**config.mk**
```make
export PLATFORM = sky130hd
export DESIGN_NAME = reg_access_ctrl_flat
export DESIGN_NICKNAME = d
export VERILOG_FILES = /design/src/rtl/reg_access_ctrl_if.sv /design/src/rtl/reg_access_ctrl.sv /design/src/flat_wrapper.sv
export SDC_FILE = /design/constraint.sdc
export NUM_CORES = 1
export LEC_CHECK = 0
export ABC_AREA = 1
export CAP_MARGIN = 20
export CORE_MARGIN = 2
export CORE_UTILIZATION = 46
export CTS_BUF_LIST = sky130_fd_sc_hd__clkbuf_8
export DETAILED_ROUTE_END_ITERATION = 6
export PLACE_DENSITY = 0.87
export SLEW_MARGIN = 30
export SYNTH_ARGS = -nofsm -noshare
export SYNTH_HDL_FRONTEND = slang
export SYNTH_SLANG_ARGS = --single-unit
```
**constraint.sdc**
```tcl
create_clock -name clk -period 3.1 [get_ports clk]
set_input_delay 0.62 -clock clk [delete_from_list [all_inputs] [get_ports clk]]
set_output_delay 0.62 -clock clk [all_outputs]
set_load 0.01 [all_outputs]
```
**src/rtl/reg_access_ctrl_if.sv**
```systemverilog
// Request/response handshake plus register-bank drive signals for reg_access_ctrl.
// Handshake: a transfer happens on a rising edge where valid and ready are both 1; the source holds its payload stable until then.
interface reg_access_ctrl_if #(
  parameter int W = 16,
  parameter int N = 8,
  parameter int A = 3
) ();
  logic           req_valid;
  logic           req_ready;
  logic           req_wr;
  logic [A-1:0]   req_addr;
  logic [W-1:0]   req_wdata;
  logic [N-1:0]   chosen;
  logic           w_en;
  logic [W-1:0]   w_data;
  logic [N*W-1:0] r_data_all;
  logic           resp_valid;
  logic           resp_ready;
  logic [W-1:0]   resp_data;
  logic           resp_err;

  modport slave (
    input  req_valid, req_wr, req_addr, req_wdata, r_data_all, resp_ready,
    output req_ready, chosen, w_en, w_data, resp_valid, resp_data, resp_err
  );

  modport master (
    output req_valid, req_wr, req_addr, req_wdata, r_data_all, resp_ready,
    input  req_ready, chosen, w_en, w_data, resp_valid, resp_data, resp_err
  );
endinterface

```
**src/rtl/reg_access_ctrl.sv**
```systemverilog
// Sequenced access controller for a bank of N registers: writes are read back
// and compared, reads capture the selected register, out-of-range addresses error out.
module reg_access_ctrl #(
  parameter int W = 16,
  parameter int N = 8,
  parameter int A = 3
) (
  input  logic                 clk,
  input  logic                 rst,
  reg_access_ctrl_if.slave     bus,
  output logic [2:0]           dbg_state
);

  typedef enum logic [2:0] {
    IDLE  = 3'd0,
    WRITE = 3'd1,
    CHECK = 3'd2,
    READ  = 3'd3,
    RESP  = 3'd4
  } state_t;

  state_t         state;
  logic [A-1:0]   addr_q;
  logic [W-1:0]   wdata_q;
  logic [W-1:0]   sel_data;
  logic           addr_oor;

  assign dbg_state = state;
  assign addr_oor  = (int'(bus.req_addr) >= N);

  function automatic logic [N-1:0] onehot(input logic [A-1:0] a);
    logic [N-1:0] v;
    for (int i = 0; i < N; i++) v[i] = (a == A'(i));
    return v;
  endfunction

  always_comb begin
    sel_data = '0;
    for (int i = 0; i < N; i++) begin
      if (addr_q == A'(i)) sel_data = bus.r_data_all[i*W +: W];
    end
  end

  always_ff @(posedge clk or negedge rst) begin
    if (!rst) begin
      state          <= IDLE;
      addr_q         <= '0;
      wdata_q        <= '0;
      bus.req_ready  <= 1'b1;
      bus.chosen     <= '0;
      bus.w_en       <= 1'b0;
      bus.w_data     <= '0;
      bus.resp_valid <= 1'b0;
      bus.resp_data  <= '0;
      bus.resp_err   <= 1'b0;
    end else begin
      case (state)
        IDLE: begin
          if (bus.req_valid && bus.req_ready) begin
            addr_q        <= bus.req_addr;
            wdata_q       <= bus.req_wdata;
            bus.req_ready <= 1'b0;
            if (addr_oor) begin
              bus.resp_valid <= 1'b1;
              bus.resp_err   <= 1'b1;
              bus.resp_data  <= '0;
              state          <= RESP;
            end else if (bus.req_wr) begin
              bus.chosen <= onehot(bus.req_addr);
              bus.w_en   <= 1'b1;
              bus.w_data <= bus.req_wdata;
              state      <= WRITE;
            end else begin
              state <= READ;
            end
          end
        end
        WRITE: begin
          bus.chosen <= '0;
          bus.w_en   <= 1'b0;
          bus.w_data <= '0;
          state      <= CHECK;
        end
        CHECK: begin
          // Written as if/else so an X/Z readback falls to the mismatch branch.
          bus.resp_data <= sel_data;
          if (sel_data == wdata_q) bus.resp_err <= 1'b0;
          else                     bus.resp_err <= 1'b1;
          bus.resp_valid <= 1'b1;
          state          <= RESP;
        end
        READ: begin
          bus.resp_data  <= sel_data;
          bus.resp_err   <= 1'b0;
          bus.resp_valid <= 1'b1;
          state          <= RESP;
        end
        RESP: begin
          if (bus.resp_ready) begin
            bus.resp_valid <= 1'b0;
            bus.req_ready  <= 1'b1;
            state          <= IDLE;
          end
        end
        default: begin
          bus.chosen     <= '0;
          bus.w_en       <= 1'b0;
          bus.w_data     <= '0;
          bus.resp_valid <= 1'b0;
          bus.req_ready  <= 1'b1;
          state          <= IDLE;
        end
      endcase
    end
  end

endmodule
```
**src/flat_wrapper.sv**
```systemverilog
// flat-port wrapper written by rule: the top's interface ports become plain ports
module reg_access_ctrl_flat 
#(
  parameter int W = 16,
  parameter int N = 8,
  parameter int A = 3
)
  (clk, rst, dbg_state, bus_req_valid, bus_req_wr, bus_req_addr, bus_req_wdata, bus_r_data_all, bus_resp_ready, bus_req_ready, bus_chosen, bus_w_en, bus_w_data, bus_resp_valid, bus_resp_data, bus_resp_err);
  reg_access_ctrl_if #(.W(W), .N(N), .A(A)) bus_i ();
  input  logic clk;
  input  logic rst;
  output logic [2:0] dbg_state;
  input wire logic [$bits(bus_i.req_valid)-1:0] bus_req_valid;
  input wire logic [$bits(bus_i.req_wr)-1:0] bus_req_wr;
  input wire logic [$bits(bus_i.req_addr)-1:0] bus_req_addr;
  input wire logic [$bits(bus_i.req_wdata)-1:0] bus_req_wdata;
  input wire logic [$bits(bus_i.r_data_all)-1:0] bus_r_data_all;
  input wire logic [$bits(bus_i.resp_ready)-1:0] bus_resp_ready;
  output wire logic [$bits(bus_i.req_ready)-1:0] bus_req_ready;
  output wire logic [$bits(bus_i.chosen)-1:0] bus_chosen;
  output wire logic [$bits(bus_i.w_en)-1:0] bus_w_en;
  output wire logic [$bits(bus_i.w_data)-1:0] bus_w_data;
  output wire logic [$bits(bus_i.resp_valid)-1:0] bus_resp_valid;
  output wire logic [$bits(bus_i.resp_data)-1:0] bus_resp_data;
  output wire logic [$bits(bus_i.resp_err)-1:0] bus_resp_err;
  assign bus_i.req_valid = bus_req_valid;
  assign bus_i.req_wr = bus_req_wr;
  assign bus_i.req_addr = bus_req_addr;
  assign bus_i.req_wdata = bus_req_wdata;
  assign bus_i.r_data_all = bus_r_data_all;
  assign bus_i.resp_ready = bus_resp_ready;
  assign bus_req_ready = bus_i.req_ready;
  assign bus_chosen = bus_i.chosen;
  assign bus_w_en = bus_i.w_en;
  assign bus_w_data = bus_i.w_data;
  assign bus_resp_valid = bus_i.resp_valid;
  assign bus_resp_data = bus_i.resp_data;
  assign bus_resp_err = bus_i.resp_err;
  reg_access_ctrl #(.W(W), .N(N), .A(A)) u_core (.clk(clk), .rst(rst), .bus(bus_i), .dbg_state(dbg_state));
endmodule
```
======== Word level (Yosys, flattened, before mapping) ========
Index checks and enable logic that the tools add are counted.
storage, ports and cells
  register bits after elaboration ......... 66
  input port bits ......................... 152
cells by class
  muxes and demuxes ....................... 28
  bitwise logic cells ..................... 3
  equality and inequality tests ........... 22
  reductions and logical operators ........ 14
operators with widths
  cell                count
  $mux 16             10
  $pmux 16 s2         1
  $eq 3x3->1 const B  9
  $eq 3x2->1 const B  6
  $eq 16x16->1        1
  $mux 8              2
  $pmux 8 s2          1
  $pmux 3 s4          1
  $eq 3x1->1 const B  3
  $logic_not 3->1     3
  $mux 1              6
  $mux 3              2
  $pmux 1 s3          2
  $reduce_and 2->1    3
  $reduce_and 3->1    2
  $reduce_or 3->1     2
  $ne 2x2->1 const B  2
  $pmux 1 s2          2
  $reduce_or 2->1     2
  $not 1->1           3
  $mux 2              1
  $ne 2x1->1 const B  1
  $reduce_bool 2->1   1
  $logic_and 1x1->1   1

======== Depth between registers and ports, before layout ========
Gate-level depths: netlist of the first run.
  depth after elaboration ................. 12
  gate-level depth with buffers ........... 20
  mapped depth without buffers ............ 18

======== Worst setup path after synthesis of the first run ========
OpenSTA, ideal clock, no wires.
  path kind ............................... reg-to-reg
  from .................................... register u_core.addr_q[0]
  to ...................................... register u_core.bus.resp_err
  arrival time ............................ 1.827 ns
  buffers on the path ..................... 2
  setup slack ............................. 1.157 ns
  cell stages (with the launch flop) ...... 16
  required time ........................... 2.984 ns
  clock period less this slack ............ 1.943 ns
  library setup time ...................... 0.116 ns
  path through ............................ dfrtp_1 > buf_6 > nor2_4 > nand2_2 > buf_6 > or2_2 > nand2_1 > nand3_1 > nand3_1 > nand2_1 > nor2_1 > nand2_1 > nor2_1 > nand2_1 > nand2_1 > nand2_1
on the way
  longest elaborated chain between the ends .. 12
  elaborated cells between the ends (all ways) .. 19
  those cells by class .................... 8 x eq/ne; 10 x mux; 1 x reduce/logical
RTL lines
  what                      line                      RTL
  start: declaration        reg_access_ctrl.sv:23     logic [A-1:0] addr_q;
  start signal: assignment  reg_access_ctrl.sv:60     addr_q <= bus.req_addr;
  $logic_not 3->1           reg_access_ctrl.sv:40     if (addr_q == A'(i)) sel_data = bus.r_data_all[i*W +: W];
  $mux 16 (7 in a row)      reg_access_ctrl.sv:40
  $mux 16 (*)               reg_access_ctrl.sv:40
  $eq 16x16->1 (*)          reg_access_ctrl.sv:87     if (sel_data == wdata_q) bus.resp_err <= 1'b0;
  $mux 1 (*)                reg_access_ctrl.sv:87
  $pmux 1 s2 (*)            reg_access_ctrl.sv:57     case (state)
  end signal: assignment    reg_access_ctrl.sv:55     bus.resp_err <= 1'b0;
  end signal: assignment    reg_access_ctrl.sv:87
  end signal: assignment    reg_access_ctrl.sv:88     else bus.resp_err <= 1'b1;
  end: declaration          reg_access_ctrl_if.sv:24  output req_ready, chosen, w_en, w_data, resp_valid, resp_data, resp_err
Every way passes the cells marked *; elsewhere a longest branch is shown, timed or not.
A chain may end at the register's enable or synchronous reset.

======== Worst setup path in the final report of the first run ========
  from .................................... register u_core.addr_q[1]
  to ...................................... register u_core.bus.resp_err
Same word-level chain as after synthesis.

==> results by group, run 1 <==
Detailed routing
  – DRC Markers: 0
  – Initial DRC count: 346
  – Drt total wl: about 15,000 µm
  – Post-DRT Antenna Nets: 0
  – DRT Pass-1 Iters: 6
  – DR vias/cell: 5.41
  – Vias: around 5,000
  – Routed WL per cell: 16.9 µm

Layout
  – Fin nets: between 900 and 1,000
  – Cell Count, Final, Fillers Out: 915
  – Fillcell total: around 650
  – Cell area after layout: 0.00640 mm²
  – Multi-input gate area: 0.00199 mm²
  – Register area: 0.00165 mm²
  – Area Growth Syn to Fin: 53.8%
  – Layout cell share with drive strength beyond 1: 6.57%
  – Antenna cells: 0

STA
  – Worst Max-Slew Pin Slew: 725 ps
  – Total negative slack: 0 ps
  – Final hold vios: 0
  – Final period utilization: 88.1%
  – Max-slew violation count: 0
  – RSZ-0062 raised after global routing: false
  – Clock period minus worst slack: 2730 ps
  – Fmax achieved: ~370 MHz
  – Slew headroom: about half
  – Worst setup slack after layout: around 370 ps
  – Worst clock skew: 11.6 ps
  – Final setup viols: 0

Place
  – Place WS: around 460 ps
  – IO buf count: roughly 200
  – Routability cong.: 1.03
  – Detailed placer's ending HPWL: 12,000 µm
  – Placed Cells: 899
  – Dpl cell area: 0.00619 mm²

Synthesis
  – Simple-gate share of the synthesized area: 37.1%
  – Post-synthesis mux area share: 0%
  – Number of synthesized flops with an enable pin: 0
  – Synth Area in XOR/XNOR: 0%
  – Ys Warns: 0
  – Post-Syn Instances: roughly 610
  – Synth Flop Type: dfrtp_1
  – Post-Syn Area: 0.00416 mm²
  – Top-area cell type share of the netlist area: between 30% and 40%
  – Synthesized-area fraction occupied by adder cells: 0%
  – Post-synth top area cell: dfrtp_1
  – Syn Nets: between 700 and 800
  – Complex-gate fraction of the synthesized area: 10.6%
  – Mapped Avg Cell Area: 6.81 µm²
  – Synth area leaders: dfrtp_1 39%, nand2_1 17%, inv_1 8.5%
  – Part of the Yosys area used for sequential elements: between 30% and 40%
  – Asr flop ratio synth: 100%
  – Synthesized flop and latch total: 66
  – Main combinational cell family by area after synthesis: simple AND/OR/NAND/NOR gates
  – Distinct cells, synth: 28

Run status
  – Status: completed

Floorplan
  – Initial Util: roughly 47%
  – Core area: between 0.008 and 0.009 mm²
  – Die Width: 99.1 µm
  – Vert. Die Dim: 99.1 µm
  – DIE AREA: just under 0.01 mm²
  – Row count: 34
  – Num ports: 199

Setup path
  – Worst R2R End: u_core.bus.resp_err$_DFFE_PN0P_
  – CP max stage delay: 470 ps
  – Critical path capture point: u_core.bus.resp_err$_DFFE_PN0P_
  – CP Max Fanout: 18
  – Reg2reg start: u_core.addr_q[1]$_DFFE_PN0P_
  – CP startpoint kind: register
  – Setup crit start: u_core.addr_q[1]$_DFFE_PN0P_
  – Crit path DAT: 2980 ps
  – Crit Path Category: register to register
  – Buf/Inv on CP: 2
  – Reg2reg setup slack: 370 ps
  – Slowest cell on crit path: dfrtp_1
  – Most frequent CP cell: nand2_1
  – CP Capture Type: register
  – CP Cell Sequence: inv_2 > nor2_8 > nand2_1 > inv_1 > a21oi_1 > nand4_1 > nand2_1 > nand2_1 > nand2_1 > nor2_1 > nand2_1 > nor2_1 > nand2_1 > nand2_1 > nand2_1
  – Critical Path RT: 3350 ps
  – R2R depth: 15
  – Crit path max-delay family: simple AND/OR/NAND/NOR gates
  – Cell count along the critical path: 15

Global routing
  – Grt ovf: 0
  – Vias in the first global route: 4,864
  – Pin count of the biggest net entering global routing: 32
  – Global-route wire length before repair: 24,400 µm
  – Tot GR Track Use: between 30% and 40%
  – Initial antenna violation count: 0

Clock tree
  – Post-CTS Resized: 0
  – CTS tree: done
  – Root Buffer Master: clkbuf_8
  – # clock sinks: 66
  – Post-CTS Setup Inserts: 0
  – CTS H-tree depth: 3
  – CTS max path bufs: 2
  – Clock buffer count from CTS: 9
  – Post-CTS Hold Fix Bufs: 0
  – Worst-Skew Late Latency: 350 ps
  – Clock transition at path regs: 80 ps

Power and ir drop
  – Maximum VDD drop: 0.602 mV
  – Pwr dens: 914 mW/mm²
  – Leak: 3.04 nW

Min path
  – Hold Path Class: primary input to asynchronous set/reset pin

Flow run
  – Max Cap Viol: 0
[cell type report]
| class | count | share of cell area [%] |
|---|---|---|
| clock buffer | 11 | 2.37 |
| sequential | 66 | 25.8 |
| clock inverter | 5 | 0.939 |
| multi-input combinational | 420 | 31.0 |
| inverter | 98 | 5.75 |
| tap | 108 | 2.11 |
| timing repair buffer | 207 | 32.0 |
[through the flow]
step | util (%) | hold WS (ps) | power (mW)
final | 73.0 | 316 | 5.85
after global routing | 73.0 | 368 | 6.30
after CTS | 73.0 | 338 | 5.80
after detailed placement | 70.6 | 473 | 5.00
after global placement | 70.6 | 469 | 4.85
after floorplan | - | 324 | 3.66
[worst reg2reg max path, cell delays in order (launching register included)]
cell	delay (ps)
dfrtp_1	470
inv_2	240
nor2_8	200
nand2_1	230
inv_1	450
a21oi_1	130
nand4_1	190
nand2_1	100
nand2_1	70
nand2_1	70
nor2_1	110
nand2_1	60
nor2_1	140
nand2_1	80
nand2_1	50
nand2_1	40
[worst min-delay path by stage]
| stage | from | endpoint | slack [ps] |
|---|---|---|---|
| final | rst | u_core.wdata_q[8]$_DFFE_PN0P_ | 320 |
| after floorplan | rst | u_core.addr_q[0]$_DFFE_PN0P_ | 320 |
| after global placement | u_core.bus.resp_data[6]$_DFFE_PN0P_ | u_core.bus.resp_data[6]$_DFFE_PN0P_ | 470 |
| after global routing | rst | u_core.bus.resp_data[8]$_DFFE_PN0P_ | 370 |
| after detailed placement | u_core.bus.resp_err$_DFFE_PN0P_ | u_core.bus.resp_err$_DFFE_PN0P_ | 470 |
| after CTS | rst | u_core.wdata_q[8]$_DFFE_PN0P_ | 340 |
[layout by cell type, fill, tap and decap left out, types with 2 or more instances in the layout]
cell type        instances
or2_2                   16
nand4_1                 22
inv_6                    2
a31oi_1                  3
clkdlybuf4s50_1        197
clkbuf_8                11
buf_4                    9
nor2_1                  29
nand2_1                185
a21oi_1                 16
or2_0                    8
o22ai_1                 24
o21ai_0                 35
nand3b_1                 3
inv_2                    4
nand3_1                 69
dfrtp_1                 65
inv_1                   94
[cells in the mapped netlist (8+ instances only)]
| library cell | number |
|---|---|
| o22ai_1 | 24 |
| dfrtp_1 | 65 |
| clkbuf_1 | 13 |
| nand4_1 | 22 |
| or2_2 | 16 |
| inv_1 | 94 |
| nand2_1 | 185 |
| o21ai_0 | 35 |
| nor2_1 | 30 |
| nand3_1 | 69 |
| a21oi_1 | 16 |
| or2_0 | 8 |
[where the power goes]
group | switching, mW | internal (mW) | leakage [nW]
Clock | 0.360 | 0.420 | 0.106
Combinational | 2.07 | 1.46 | 2.11
Sequential | 0.281 | 1.26 | 0.832
[registers in the layout, summed over array words and instances (netlist names), 3 cells and up]
signal / count
u_core.addr_q: 3
u_core.bus.chosen: 8
u_core.bus.resp_data: 16
u_core.wdata_q: 16
u_core.bus.w_data: 16
u_core.dbg_state: 3
[layer usage]
metal | up-vias | wire, µm | GRT usage [%]
li1 | 2343 | - | -
met1 | 2291 | 6100 | 38.8
met2 | 282 | 7520 | 53.6
met3 | 34 | 1500 | 8.64
met4 | 0 | 342 | 8.43
met5 | - | 0 | 0
[kinds of logic after synthesis]
kind of cell           after synthesis
AND/OR/NAND/NOR                    340
AO/OA/AOI/OAI                       80
buffers and inverters              125
flip-flops                          66
No activity file was read; power rests on OpenSTA's default activity.
==> run 2, diff against run 1 <==
==> constraint.sdc (replaced) <==
create_clock -name clk -period 3.1 [get_ports clk]
set_input_delay 0.62 -clock clk [delete_from_list [all_inputs] [get_ports clk]]
set_output_delay 0.62 -clock clk [all_outputs]
set_load 0.02 [all_outputs]
==> results of run 2 <==
The final DEF is identical to that of run 1. Status: completed.
Main changes from that run: total power 5.85 mW -> 6.05 mW; worst IR drop on VDD 0.602 mV -> 0.644 mV
